File: config.mk
export PLATFORM = sky130hd
export DESIGN_NAME = tube_display_sched
export DESIGN_NICKNAME = d
export VERILOG_FILES = /design/src/rtl/tube_display_sched.sv
export SDC_FILE = /design/constraint.sdc
export NUM_CORES = 1
export LEC_CHECK = 0
export CAP_MARGIN = 15
export CORE_MARGIN = 2
export CORE_UTILIZATION = 57
export CTS_CLUSTER_DIAMETER = 80
export DETAILED_ROUTE_END_ITERATION = 8
export DONT_BUFFER_PORTS = 1
export PLACE_DENSITY = 0.79
export SYNTH_ARGS = -nofsm -noshare
export SYNTH_HDL_FRONTEND = slang
export SYNTH_SLANG_ARGS = --single-unit
export TNS_END_PERCENT = 50
File: constraint.sdc
create_clock -name clk -period 2.35 [get_ports clk]
set_input_delay 0.3525 -clock clk [delete_from_list [all_inputs] [get_ports clk]]
set_output_delay 0.3525 -clock clk [all_outputs]
set_load 0.05 [all_outputs]
File: src/rtl/tube_display_sched.sv
// tube_display_sched
//
// Shares the 4-digit tube display between an always-present base source and
// two timed message channels. Channel 2 preempts channel 1, and channel 1
// preempts the base. Each accepted message stays on the display for
// HOLD_CYCLES displayed cycles. A preempted channel 1 keeps its remaining
// count and resumes when channel 2 finishes. Each digit can blink.
//
// Ports
//   clk          system clock
//   rst_n        asynchronous active-low reset
//   base_digits  base digits; [3:0]->in1, [7:4]->in2, [11:8]->in3, [15:12]->in4
//   base_dp      base decimal points; bit i -> dp[i]
//   base_blink   per-digit blink enable for the base
//   msg_valid    per-channel request; bit k = channel k+1
//   msg_ready    per-channel slot empty
//   msg_digits   channel k digits in [16k+15:16k], same mapping as base_digits
//   msg_dp       channel k decimal points in [4k+3:4k]
//   msg_blink    channel k blink enables in [4k+3:4k]
//   msg_cancel   per-channel cancel; ignored when the slot is empty
//   in1..in4     registered digit codes to the display driver
//   dp           registered decimal points to the display driver
//   active_src   registered source on the outputs: 0 base, 1 ch1, 2 ch2
module tube_display_sched #(
  parameter int          HOLD_W      = 28,
  parameter int          HOLD_CYCLES = 100_000_000,
  parameter int          BLINK_W     = 24,
  parameter logic [3:0]  BLANK_CODE  = 4'hF
) (
  input  logic        clk,
  input  logic        rst_n,
  input  logic [15:0] base_digits,
  input  logic [3:0]  base_dp,
  input  logic [3:0]  base_blink,
  input  logic [1:0]  msg_valid,
  output logic [1:0]  msg_ready,
  input  logic [31:0] msg_digits,
  input  logic [7:0]  msg_dp,
  input  logic [7:0]  msg_blink,
  input  logic [1:0]  msg_cancel,
  output logic [3:0]  in1,
  output logic [3:0]  in2,
  output logic [3:0]  in3,
  output logic [3:0]  in4,
  output logic [3:0]  dp,
  output logic [1:0]  active_src
);

  // The timer holds the number of displayed cycles still owed after the
  // current one, so a slot is cleared at the edge where it reads zero.
  localparam logic [HOLD_W-1:0] HOLD_LOAD = HOLD_W'(HOLD_CYCLES - 1);

  // Per-channel slot state
  logic [1:0]             full_q,   full_d;
  logic [1:0][HOLD_W-1:0] timer_q,  timer_d;
  logic [1:0][15:0]       digits_q, digits_d;
  logic [1:0][3:0]        sdp_q,    sdp_d;
  logic [1:0][3:0]        blink_q,  blink_d;

  // Free-running blink counter; its MSB is the blink phase
  logic [BLINK_W-1:0]     blink_cnt_q, blink_cnt_d;

  // Output registers
  logic [15:0]            out_digits_q, out_digits_d;
  logic [3:0]             out_dp_q,     out_dp_d;
  logic [1:0]             src_q,        src_d;

  // Selection and blink-masked source, all from current slot state
  logic [1:0]             sel;
  logic [15:0]            src_digits;
  logic [3:0]             src_dp;
  logic [3:0]             src_blink;
  logic                   blink_phase;

  always_comb begin
    sel         = 2'd0;
    src_digits  = base_digits;
    src_dp      = base_dp;
    src_blink   = base_blink;
    blink_phase = blink_cnt_q[BLINK_W-1];

    if (full_q[1]) begin
      sel        = 2'd2;
      src_digits = digits_q[1];
      src_dp     = sdp_q[1];
      src_blink  = blink_q[1];
    end else if (full_q[0]) begin
      sel        = 2'd1;
      src_digits = digits_q[0];
      src_dp     = sdp_q[0];
      src_blink  = blink_q[0];
    end

    out_digits_d = src_digits;
    out_dp_d     = src_dp;
    for (int i = 0; i < 4; i++) begin
      if (blink_phase && src_blink[i]) begin
        out_digits_d[4*i +: 4] = BLANK_CODE;
        out_dp_d[i]            = 1'b0;
      end
    end
    src_d       = sel;
    blink_cnt_d = blink_cnt_q + BLINK_W'(1);
  end

  // Slot update. Accept only happens into an empty slot, so it can never
  // collide with cancel or expiry of the same slot.
  always_comb begin
    full_d   = full_q;
    timer_d  = timer_q;
    digits_d = digits_q;
    sdp_d    = sdp_q;
    blink_d  = blink_q;

    for (int k = 0; k < 2; k++) begin
      if (full_q[k]) begin
        if (msg_cancel[k]) begin
          full_d[k] = 1'b0;
        end else if (sel == 2'(k + 1)) begin
          // Only the channel on display consumes its hold time
          if (timer_q[k] == '0) begin
            full_d[k] = 1'b0;
          end else begin
            timer_d[k] = timer_q[k] - HOLD_W'(1);
          end
        end
      end else if (msg_valid[k]) begin
        full_d[k]   = 1'b1;
        timer_d[k]  = HOLD_LOAD;
        digits_d[k] = msg_digits[16*k +: 16];
        sdp_d[k]    = msg_dp[4*k +: 4];
        blink_d[k]  = msg_blink[4*k +: 4];
      end
    end
  end

  always_ff @(posedge clk or negedge rst_n) begin
    if (!rst_n) begin
      full_q       <= '0;
      timer_q      <= '0;
      digits_q     <= '0;
      sdp_q        <= '0;
      blink_q      <= '0;
      blink_cnt_q  <= '0;
      out_digits_q <= {4{BLANK_CODE}};
      out_dp_q     <= '0;
      src_q        <= 2'd0;
    end else begin
      full_q       <= full_d;
      timer_q      <= timer_d;
      digits_q     <= digits_d;
      sdp_q        <= sdp_d;
      blink_q      <= blink_d;
      blink_cnt_q  <= blink_cnt_d;
      out_digits_q <= out_digits_d;
      out_dp_q     <= out_dp_d;
      src_q        <= src_d;
    end
  end

  assign msg_ready  = ~full_q;
  assign in1        = out_digits_q[3:0];
  assign in2        = out_digits_q[7:4];
  assign in3        = out_digits_q[11:8];
  assign in4        = out_digits_q[15:12];
  assign dp         = out_dp_q;
  assign active_src = src_q;

endmodule

# [Yosys cells after proc, flatten, opt, wreduce, memory -nomap -nowiden]
# Cells that the tools add are included.
[classes] add_sub_neg=3 n_mul=0 div_mod_pow=0 order_cmp=0 eq_ne=8 shift=0 n_mux=36 bitwise=3 reduce_logical=12
[op_table] op="two-way mux 28 bit" count=10
[op_table] op="zero test 28 bit" count=2
[op_table] op="subtractor 28 x 1 -> 28 bit, second input constant" count=2
[op_table] op="two-way mux 16 bit" count=2
[op_table] op="two-way mux 4 bit" count=8
[op_table] op="adder 24 x 1 -> 24 bit, second input constant" count=1
[op_table] op="two-way mux 1 bit" count=15
[op_table] op="!= test 2 bit, second input constant" count=4
[op_table] op="AND reduction 4 bit" count=2
[op_table] op="logical AND 1 bit" count=4
[op_table] op="!= test 2 x 1 -> 1 bit, second input constant" count=2
[op_table] op="AND reduction 2 bit" count=2
[op_table] op="nonzero test 2 bit" count=2
[op_table] op="== test 2 x 1 -> 1 bit, second input constant" count=1
[op_table] op="== test 2 bit, second input constant" count=1
[op_table] op="two-way mux 2 bit" count=1
[op_table] op="inverter 1 bit" count=2
[op_table] op="inverter 2 bit" count=1
[word_totals] reg_bits=152 latchBits=0 mem_bits_rw=0 rom_bits=0 inputBits=78 word_cells=75 memories=0

# [Longest topological paths before layout]
# Gate-level depths: netlist (run 1).
[depth] word_depth=6 mapped_depth=9 ltp_nobuf=7

# [Worst setup path before layout (run 1)]
# No wires, ideal clock.
[synth_timing] path_type="register to register" startpoint="register timer_q[46] (netlist name)" endpoint="register timer_q[33] (netlist name)" setup_time_ns=0.143 arrival_time_ns=2.182 required_time_ns=2.207 slack_ns=0.025 stages_incl_launch_ff=9 path_buffers=3 cell_sequence="dfrtp_1 or4_4 buf_6 or4_4 buf_6 o21a_4 buf_6 a211oi_2 a31oi_1"
[synth_between] elab_chain_len=3
[synth_lines] element="from (decl)" line="55" source="logic [1:0][HOLD_W-1:0] timer_q, timer_d;"
[synth_lines] element="from (signal assigned)" line="150" source="timer_q <= timer_d;"
[synth_lines] element="zero test 28 bit" line="121" source="if (timer_q[k] == '0) begin"
[synth_lines] element="!= test 2 bit (no line)"
[synth_lines] element="AND reduction 4 bit (no line)"
# No other way between the ends.
# A chain may end at the register's enable or synchronous reset.

# [Final worst setup path (run 1)]
[layout_timing] startpoint="register timer_q[46] (netlist name)" endpoint="register timer_q[29] (netlist name)"
# Same word-level chain as after synthesis.

==> results.json, run 1 <==
{
  "place_hpwl_mm": 11.69,
  "synth_mux_area_share_pct": 3.460,
  "critPathMaxFanout": 8,
  "grt_pass1_vias": 5575,
  "rr_startpoint": "timer_q[46]",
  "rows": 41,
  "final_core_util_pct": 65.36,
  "yosysUniqueCellTypes": 62,
  "synth_top_family_by_area": "simple AND/OR/NAND/NOR gates",
  "yosysWarnings": 0,
  "syn_area_per_cell_um2": 9.644,
  "place_ws_ps": -36.48,
  "synth_top_area_cell": "dfrtp_1",
  "critPathTopFamily": "simple AND/OR/NAND/NOR gates",
  "max_stage_delay_ps": 580,
  "finalNonFillerCells": 954,
  "vdd_drop_max_mv": 0.6711,
  "yosysMostFrequentCell": "nand2_1",
  "worstPathRequired_ps": 2650,
  "drt-total-wl_mm": 17.12,
  "outcome": "finished, violations left",
  "clk_path_buf_depth": 2,
  "setup_ws_ps": 31.15,
  "synth_compound_area_share_pct": 10.81,
  "synth_cells": 750,
  "min_period_over_period_pct": 98.67,
  "drt_first_pass_iters": 5,
  "worstReg2RegEnd": "timer_q[29]",
  "rrSetupSlack_ps": 30,
  "violations": "negative hold slack",
  "synthSimpleGateAreaFrac_pct": 25.50,
  "die_x_um": 116.7,
  "hold_violations": 152,
  "clk_pin_slew_ps": 70,
  "clk_root_buffer_cell": "clkbuf_16",
  "cts_tree": "yes",
  "num_vias": 5733,
  "die_h_um": 116.7,
  "maxSlewViolCount": 0,
  "route.detailed.drc": 0,
  "end_kind": "flop",
  "insertion_delay_ps": 430,
  "cp_num_buf_inv": 1,
  "critPathKind": "flop to flop",
  "ys_seq_area_share_pct": 52.86,
  "async_flop_share_pct": 100.0,
  "fmax_mhz": 431.2,
  "ant_nets": 0,
  "synth_xor_area_share_pct": 3.512,
  "crit_top_cell": "or4_4",
  "arrival_ps": 2620,
  "tightest_slew_ps": 680.6,
  "core-area_um2": 12520,
  "dp.cells": 918,
  "vias_per_cell": 6.009,
  "h-tree-depth": 4,
  "nets": 852,
  "fin_crit_ps": 2319,
  "wl_per_cell_um": 17.94,
  "ys.flop_type": "dfrtp_1",
  "syn_to_final_growth_pct": 13.11,
  "power.density_nw_per_um2": 850.7,
  "grt_max_degree": 153,
  "finalSetupViolCount": 0,
  "critPathLaunchType": "flop",
  "fin_area_um2": 8182,
  "drt_iter0_markers": 500,
  "slowest_stage": "or4_4",
  "synth_area_leaders": "dfrtp_1, nand2_1, dfstp_2, mux2i_1, o21ai_0",
  "cts_sinks": 152,
  "grt_pass1_wl_mm": 27.38,
  "max_cap_viol_count": 0,
  "dpl_cell_area_um2": 7515,
  "gr-total-overflow": 0,
  "synth_adder_area_share_pct": 0.8649,
  "io_pins": 102,
  "syn-cell-area_um2": 7233,
  "drive_above_1_share_pct": 15.60,
  "path_cells": "or4_4 > or4_4 > o21a_4 > buf_4 > nor3_2 > a31oi_1",
  "hold_ws_ps": -375.8,
  "synth_nets": 833,
  "globalplace.congestion": 0.8727,
  "rsz0062_at_grt": "yes",
  "die_area_um2": 13610,
  "initial_core_util_pct": 57.79,
  "synth_common_cells": "nand2_1, dfrtp_1, o21ai_0, clkbuf_1, mux2i_1",
  "p_leak_nw": 3.570,
  "ff2ff_path_depth": 6,
  "n_antenna_cell": 0,
  "worst_clock_skew_ps": 8.868,
  "cts_made_buffers": 17,
  "track_usage_pct": 26.15,
  "grt_antenna_before_repair": 0,
  "relSlewSlack_pct": 54.43,
  "synth-edff-count": 0,
  "synth_top_area_share_pct": 47.05,
  "min_path_type": "primary input to asynchronous set/reset pin",
  "synth_seq_cells": 152,
  "place.port_buffers": 0
}
## placed cells by master (no fill, tap or decap), drive strengths merged, types with 3 or more instances in the layout
cell type	count
or3b	4
o211ai	9
mux2i	25
o21ai	39
xor2	12
o311ai	4
nor3	14
nand4	15
nand2	210
o211a	4
a31oi	7
nor4	15
or3	17
or2	6
or4	21
a311oi	3
and4	6
clkbuf	18
buf	37
a41oi	3
and2	4
dfrtp	136
a21oi	12
nand3	23
o21a	3
dfstp	16
xnor2	17
o31ai	10
inv	17
nor2	24
o41ai	6
clkinv	3
and3	11
a211oi	5
ha	5
## report_power, final
part           internal [W]  total [W]  switching [W]
Clock               0.00151    0.00270        0.00119
Sequential          0.00297    0.00350       0.000534
Combinational      0.000278   0.000759       0.000481
## cells by family after synthesis
group / count (synthesis)
xor gates and xnor gates: 29
AOI/OAI and AO/OA: 112
muxes: 25
and+or+nand+nor: 382
buffers and inverters: 45
DFF: 152
adders and majority gates: 5
## sequential cells by signal (all words and copies together) (netlist names)
name and count:
full_q 2, sdp_q 8, out_digits_q 16, blink_cnt_q 24, timer_q 56, dp 4, active_src 2, digits_q 32
blink_q 8
## what timing repair did
item                                    4_1_cts  5_1_grt
pin swaps                                     3        3
setup buffers                                 2        2
gates resized for setup                       1       13
endpoints found under the setup margin        1       19
hold endpoints to repair                    152      152
## layout make-up
| cell class | instances | area (um2) |
|---|---|---|
| Tap cell | 172 | 215.2 |
| Fill cell | 963 | 4335 |
| Timing Repair Buffer | 37 | 281.5 |
| Multi-Input combinational cell | 553 | 3247 |
| Clock inverter | 14 | 155.1 |
| Clock buffer | 18 | 429.2 |
| Inverter | 8 | 30.03 |
| Sequential cell | 152 | 3824 |
## per-layer routing
layer	track usage [%]	vias to the layer above	part of all wire [%]
li1	-	2697	-
met1	35.61	2815	44
met2	41.67	196	48
met3	6.331	25	6.0
met4	8.627	0	1.6
met5	0	-	0
## stage by stage
stage | power, W | setup TNS, ps
2_1_floorplan | 0.004026 | 0
3_3_place_gp | 0.004229 | 0
3_5_place_dp | 0.004277 | -36.48
4_1_cts | 0.006983 | 0
5_1_grt | 0.007230 | -53.57
6_report | 0.006960 | 0
## how the worst max path moves through the flow
stage	startpoint	cells past startpoint	slack [ps]	end
after floorplan	timer_q[46]	8	30	timer_q[33]
after global placement	timer_q[53]	5	90	timer_q[32]
after detailed placement	timer_q[53]	5	-40	timer_q[32]
after CTS	timer_q[46]	5	8	timer_q[32]
after global routing	timer_q[53]	6	-20	timer_q[29]
final	timer_q[46]	6	30	timer_q[29]
Power figures use the tool's default switching activity.
==> run 2, diff against run 1 <==
--- a/config.mk
+++ b/config.mk
@@ -7,11 +7,12 @@
 export LEC_CHECK = 0
 export CAP_MARGIN = 15
 export CORE_MARGIN = 2
-export CORE_UTILIZATION = 57
+export CORE_UTILIZATION = 60
+export CTS_BUF_LIST = sky130_fd_sc_hd__clkbuf_8
 export CTS_CLUSTER_DIAMETER = 80
 export DETAILED_ROUTE_END_ITERATION = 8
 export DONT_BUFFER_PORTS = 1
-export PLACE_DENSITY = 0.79
+export PLACE_DENSITY = 0.83
 export SYNTH_ARGS = -nofsm -noshare
 export SYNTH_HDL_FRONTEND = slang
 export SYNTH_SLANG_ARGS = --single-unit
==> run 2 against run 1 <==
The flow still finishes with violations (negative hold slack). Register-to-register slack about the same. Fmax down 0.55%. Via count up 5.3%. Sequential share of layout area down 0.86 points. Power down 10%. Non-clock buffer count up 37. Critical path depth unchanged. Setup slack worse by 13 ps. Cell area up 1.9%. Critical endpoint is now timer_q[33]. Highest routed layer unchanged.
==> results.json, run 2 (synthesis results as in run 1) <==
{
  "hold_ws_ps": -411.3,
  "syn_to_final_growth_pct": 15.24,
  "outcome": "finished, violations left",
  "core-area_um2": 11910,
  "slowest_stage": "or4_4",
  "maxSlewViolCount": 0,
  "clk_path_buf_depth": 2,
  "tightest_slew_ps": 625.0,
  "initial_core_util_pct": 60.72,
  "dpl_cell_area_um2": 7488,
  "power_frac_comb_pct": 13.8,
  "largest_register": "timer_q",
  "intPower_w": 0.004216,
  "largest_reg_flops": 56,
  "grt_antenna_before_repair": 0,
  "fin_area_um2": 8335,
  "h-tree-depth": 4,
  "gr-total-overflow": 0,
  "fin_crit_ps": 2332,
  "drive_above_1_share_pct": 14.90,
  "nets": 889,
  "crit_top_cell": "or4_4",
  "holdBufCountCts": 36,
  "power.density_nw_per_um2": 749.3,
  "drt-total-wl_mm": 18.01,
  "hold_violations": 152,
  "violations": "negative hold slack",
  "wl_per_cell_um": 18.64,
  "place_hpwl_mm": 11.78,
  "n_antenna_cell": 0,
  "relSlewSlack_pct": 58.15,
  "grt_max_degree": 153,
  "worst_clock_skew_ps": 11.21,
  "clk_pin_slew_ps": 80,
  "drt_iter0_markers": 621,
  "track_usage_pct": 29.24,
  "reg_top3": "timer_q (56), digits_q (32), blink_cnt_q (24)",
  "place_ws_ps": -57.69,
  "drt_first_pass_iters": 7,
  "max_cap_viol_count": 0,
  "rows": 40,
  "min_period_over_period_pct": 99.22,
  "num_vias": 6034,
  "path_cells": "or4_4 > or4_4 > o21a_4 > buf_12 > a211oi_2 > a31oi_1",
  "io_pins": 102,
  "vdd_drop_max_mv": 0.4384,
  "critPathTopFamily": "simple AND/OR/NAND/NOR gates",
  "rsz0062_at_grt": "yes",
  "final_cell_mix": "nand2_1, dfrtp_1, o21ai_0, dlygate4sd3_1, buf_4",
  "place.port_buffers": 0,
  "ant_nets": 0,
  "grt_pass1_vias": 6050,
  "insertion_delay_ps": 460,
  "cts_tree": "yes",
  "cts_sinks": 152,
  "globalplace.congestion": 0.9537,
  "final_core_util_pct": 69.98,
  "final_common_cell": "nand2_1",
  "max_stage_delay_ps": 620,
  "finalSetupViolCount": 0,
  "worstPathRequired_ps": 2660,
  "critPathLaunchType": "flop",
  "end_kind": "flop",
  "grt_pass1_wl_mm": 29.83,
  "route.detailed.drc": 0,
  "setup_ws_ps": 18.27,
  "arrival_ps": 2650,
  "critPathKind": "flop to flop",
  "pwr-share-seq_pct": 55.8,
  "min_path_type": "primary input to asynchronous set/reset pin",
  "fmax_mhz": 428.9,
  "p_leak_nw": 3.632,
  "die_h_um": 113.8,
  "vias_per_cell": 6.246,
  "fin_total_pwr_w": 0.006246,
  "die_x_um": 113.8,
  "p_sw_w": 0.002030,
  "cts_made_buffers": 17,
  "cp_num_buf_inv": 1,
  "clk_root_buffer_cell": "clkbuf_8",
  "switching_share_pct": 32.49,
  "critPathMaxFanout": 7,
  "clockPowerShare_pct": 30.4,
  "die_area_um2": 12950
}
==> run 2: cell types whose count changed in the layout (fill, tap and decap cells not counted), sizes merged <==
cell,before,now
inv,17,11
dlygate4sd3,0,36
buf,37,38
clkbuf,18,20
clkinvlp,1,2
clkinv,3,6
==> run 2: layer usage <==
metal / vias up / wire length, um / track usage (%)
met5: - / 0 / 0
met1: 2973 / 7321 / 39.18
met3: 56 / 1224 / 6.642
met4: 0 / 641 / 12.76
met2: 237 / 8823 / 46.23
li1: 2768 / - / -
==> run 2: path summary, 6_finish.rpt <==
check / start / to / slack [ps] / cells past startpoint
worst max-delay path: timer_q[53] / timer_q[33] / 20 / 6
worst min-delay path: rst_n / timer_q[25] / -410 / 0
worst max register to register: timer_q[53] / timer_q[33] / 20 / 6
worst min register to register: blink_cnt_q[18] / blink_cnt_q[18] / 470 / 1
max in group asynchronous: rst_n / out_digits_q[1] / 2470 / 0
min in group clk: msg_dp[4] / sdp_q[4] / 10 / 2
==> run 2: stage by stage <==
stage               cells  setup TNS (ps)
floorplan             750               0
global placement      892               0
detailed placement    892          -66.45
CTS                   963               0
global route          966          -84.95
finish                966               0
==> run 2: power groups by stage <==
stage	clock, W	combinational [W]	sequential, W
final	0.00190	0.000863	0.00348
after global routing	0.00203	0.000960	0.00351
after CTS	0.00192	0.000817	0.00348
after detailed placement	0	0.000752	0.00352
after global placement	0	0.000715	0.00352
after floorplan	0	0.000557	0.00347
==> run 2: area by class of cell <==
class                   instances  area (um2)
flip-flops and latches        152        3824
fillers                       850        3576
multi-input cells             553        3249
repair buffers                 74       670.6
clock buffers                  20       275.3
well taps                     147       183.9
clock inverters                12       102.6
inverters                       8       30.03
==> run 2: what timing repair did <==
item / CTS / global route
endpoints found under the setup margin: 2 / 30
buffers inserted: 3 / 3
endpoints found under the hold margin: 188 / 152
gates resized for setup: 2 / 12
pin swaps: 2 / 3
gates cloned: 0 / 0
==> RTL edit (settings of run 2) <==
Set the parameter `BLINK_W` to 20 (it was 24).
--- a/src/rtl/tube_display_sched.sv
+++ b/src/rtl/tube_display_sched.sv
@@ -26,3 +26,3 @@
   parameter int          HOLD_CYCLES = 100_000_000,
-  parameter int          BLINK_W     = 24,
+  parameter int          BLINK_W     = 20,
   parameter logic [3:0]  BLANK_CODE  = 4'hF
Function: no difference found for any inputs over 4 cycles, from zero or initial values and one cycle with rst_n low; that may be too few to reach the edited logic, so the function may still have changed.
==> RTL edit against run 2 <==
  * The flow finishes with violations (negative hold slack, negative setup slack)
  * Utilization fell by 0.84 points
  * Global-route usage fell by 1.9 points
  * Critical path type unchanged
  * Sequential share of layout area up 1.7 points
  * Setup slack lost 65 ps
  * Sequential cell count decreased by 4
  * Cell count is 4.9% lower
  * Cell area fell by 6.1%
  * Area after synthesis is 4.4% lower
  * Die area down 4.3%
  * Power is 0.53% lower
  * Critical path depth is 1 lower
  * Routed wire length shrank 8.9%
  * Hold slack gained 10 ps
==> RTL edit: results (changes against run 2) <==
Outcome
  • Outcome: finished, violations left
  • Failing checks: negative hold slack, negative setup slack

Cells and area
  • FILL cells: 831 (-2.2%)
  • Sequential cell area share: 0.4757 (+0.01698)
  • CLK BUF: 20 (unchanged)
  • Top flop regs: timer_q (56), digits_q (32), blink_cnt_q (20)
  • Signal buffers share of area: 0.05371 (-0.02675)
  • Share of cells above drive strength 1: 0.1379 (-0.01108)
  • Signal buffers: 51 (-31%)
  • Clock network area share: 0.05291 (+0.007577)
  • Multi-input gates: 537 (-2.9%)
  • Inverters: 8 (unchanged)
  • Area of the multi-input gates: 3060 um^2 (-5.8%)
  • NumNets Final: 846 (-4.8%)

Critical path
  • CP peak stage delay: 550 ps (-70 ps)
  • CP Data Arrival Time: 2770 ps (+120 ps)
  • Reg2reg path depth: 5 (-1)
  • CP Max Fanout: 4 (-3)

Routing
  • Vias: 5,638 (-6.6%)
  • DR iter-0 viols: 585 (-5.8%)
  • Metal1 wirelength: 7104 um (-3.0%)
  • Initial DRT Pass Iterations: 5 (-2)
  • WL met3: 1058 um (-14%)
  • Metal2 WL: 7885 um (-11%)
  • Drt wl/cell: 17.86 um (-4.2%)

GRT
  • Largest net degree at the start of global routing: 149 (-2.6%)
  • Grt met3 use: 0.06913 (+0.002716)
  • Total track usage: 0.2734 (-0.01897)
  • First-pass GRT wire length: 27,280 um (-8.6%)
  • GR Layer Usage met1: 0.3736 (-0.01824)
  • Grt met2 use: 0.4285 (-0.03382)

Timing
  • Final setup fails: 1 (+1)
  • Fin Clk Skew: 11.67 ps (+0.4626 ps)
  • Worst hold slack: -401.4 ps (+9.953 ps)
  • Slew headroom: 0.4936 (-0.08785)
  • Final hold violation count: 148 (-2.6%)
  • Worst setup margin: -47.04 ps (-65.31 ps)

Pwr
  • Leakage power: 3.414 nW (-6.0%)
  • Clock power frac: 0.329 (+0.025)
  • Maximum vdd ir drop: 0.6313 mV (+44%)
  • Internal: 4.294 mW (+1.8%)
  • Power Dens Cells: 793.7 nW/um^2 (+5.9%)
  • Logic pwr share: 0.122 (-0.016)

CTS
  • Post-CTS Hold Buffers: 10 (-72%)
  • # Post-CTS Setup Buffers: 0 (-3)
  • Clock sink count: 148 (-2.6%)

Yosys
  • Synth area leaders: dfrtp_1 48%, nand2_1 11%, dfstp_2 6.1%
  • Distinct cells, synth: 49 (-21%)
  • Synth top cells by count: 209 x nand2_1, 132 x dfrtp_1, 36 x o21ai_0
  • Seq/Total Area, Yosys: 0.5385 (+0.009917)
  • Syn Nets: 806 (-3.2%)

Place
  • RePlAce Congestion: 0.9185 (-3.7%)
  • Post-DP HPWL: 11,240 um (-4.6%)
[RTL edit: worst max-delay path: cells and delay by family, from the launching register on]
family             cells  cell delay [ps]
and+or+nand+nor        3             1510
DFF                    1              400
AOI/OAI and AO/OA      2              420
[RTL edit: logic make-up (layout without fill, tap and decap cells)]
| family | count (synthesis) | in the layout | share of synthesized area |
|---|---|---|---|
| AOI/OAI and AO/OA | 96 | 96 | 0.08958 |
| and+or+nand+nor | 375 | 375 | 0.2552 |
| muxes | 31 | 31 | 0.04488 |
| xor gates and xnor gates | 30 | 30 | 0.03800 |
| DFF | 148 | 148 | 0.5385 |
| adders and majority gates | 5 | 5 | 0.009048 |
| buffers and inverters | 38 | 91 | 0.02479 |
[RTL edit: what timing repair did]
item | in CTS | in global routing
endpoints found under the hold margin | 158 | 148
resized for setup | 4 | 4
setup endpoints to repair | 5 | 8
pin swaps | 1 | 0
[RTL edit: per-stage QoR]
step	TNS (ps)	instance area, um^2	cells	hold slack [ps]	worst slack (ps)
after floorplan	0	6914	723	56.91	33.27
after global placement	-20.40	7277	877	61.94	-20.40
after detailed placement	-84.62	7277	877	61.47	-73.75
after CTS	-24.30	7809	919	-422.3	-24.30
after global routing	-201.3	7828	919	-431.4	-124.5
final	-47.04	7828	919	-401.4	-47.04
[RTL edit: worst paths after layout]
path / endpoint / slack [ps] / from
max in group asynchronous: out_digits_q[3] / 2480 / rst_n
min in group clk: digits_q[13] / 10 / msg_digits[13]
max reg2reg: timer_q[27] / -50 / timer_q[18]
max: timer_q[27] / -50 / timer_q[18]
min: timer_q[12] / -400 / rst_n
min reg2reg: blink_cnt_q[8] / 480 / blink_cnt_q[8]
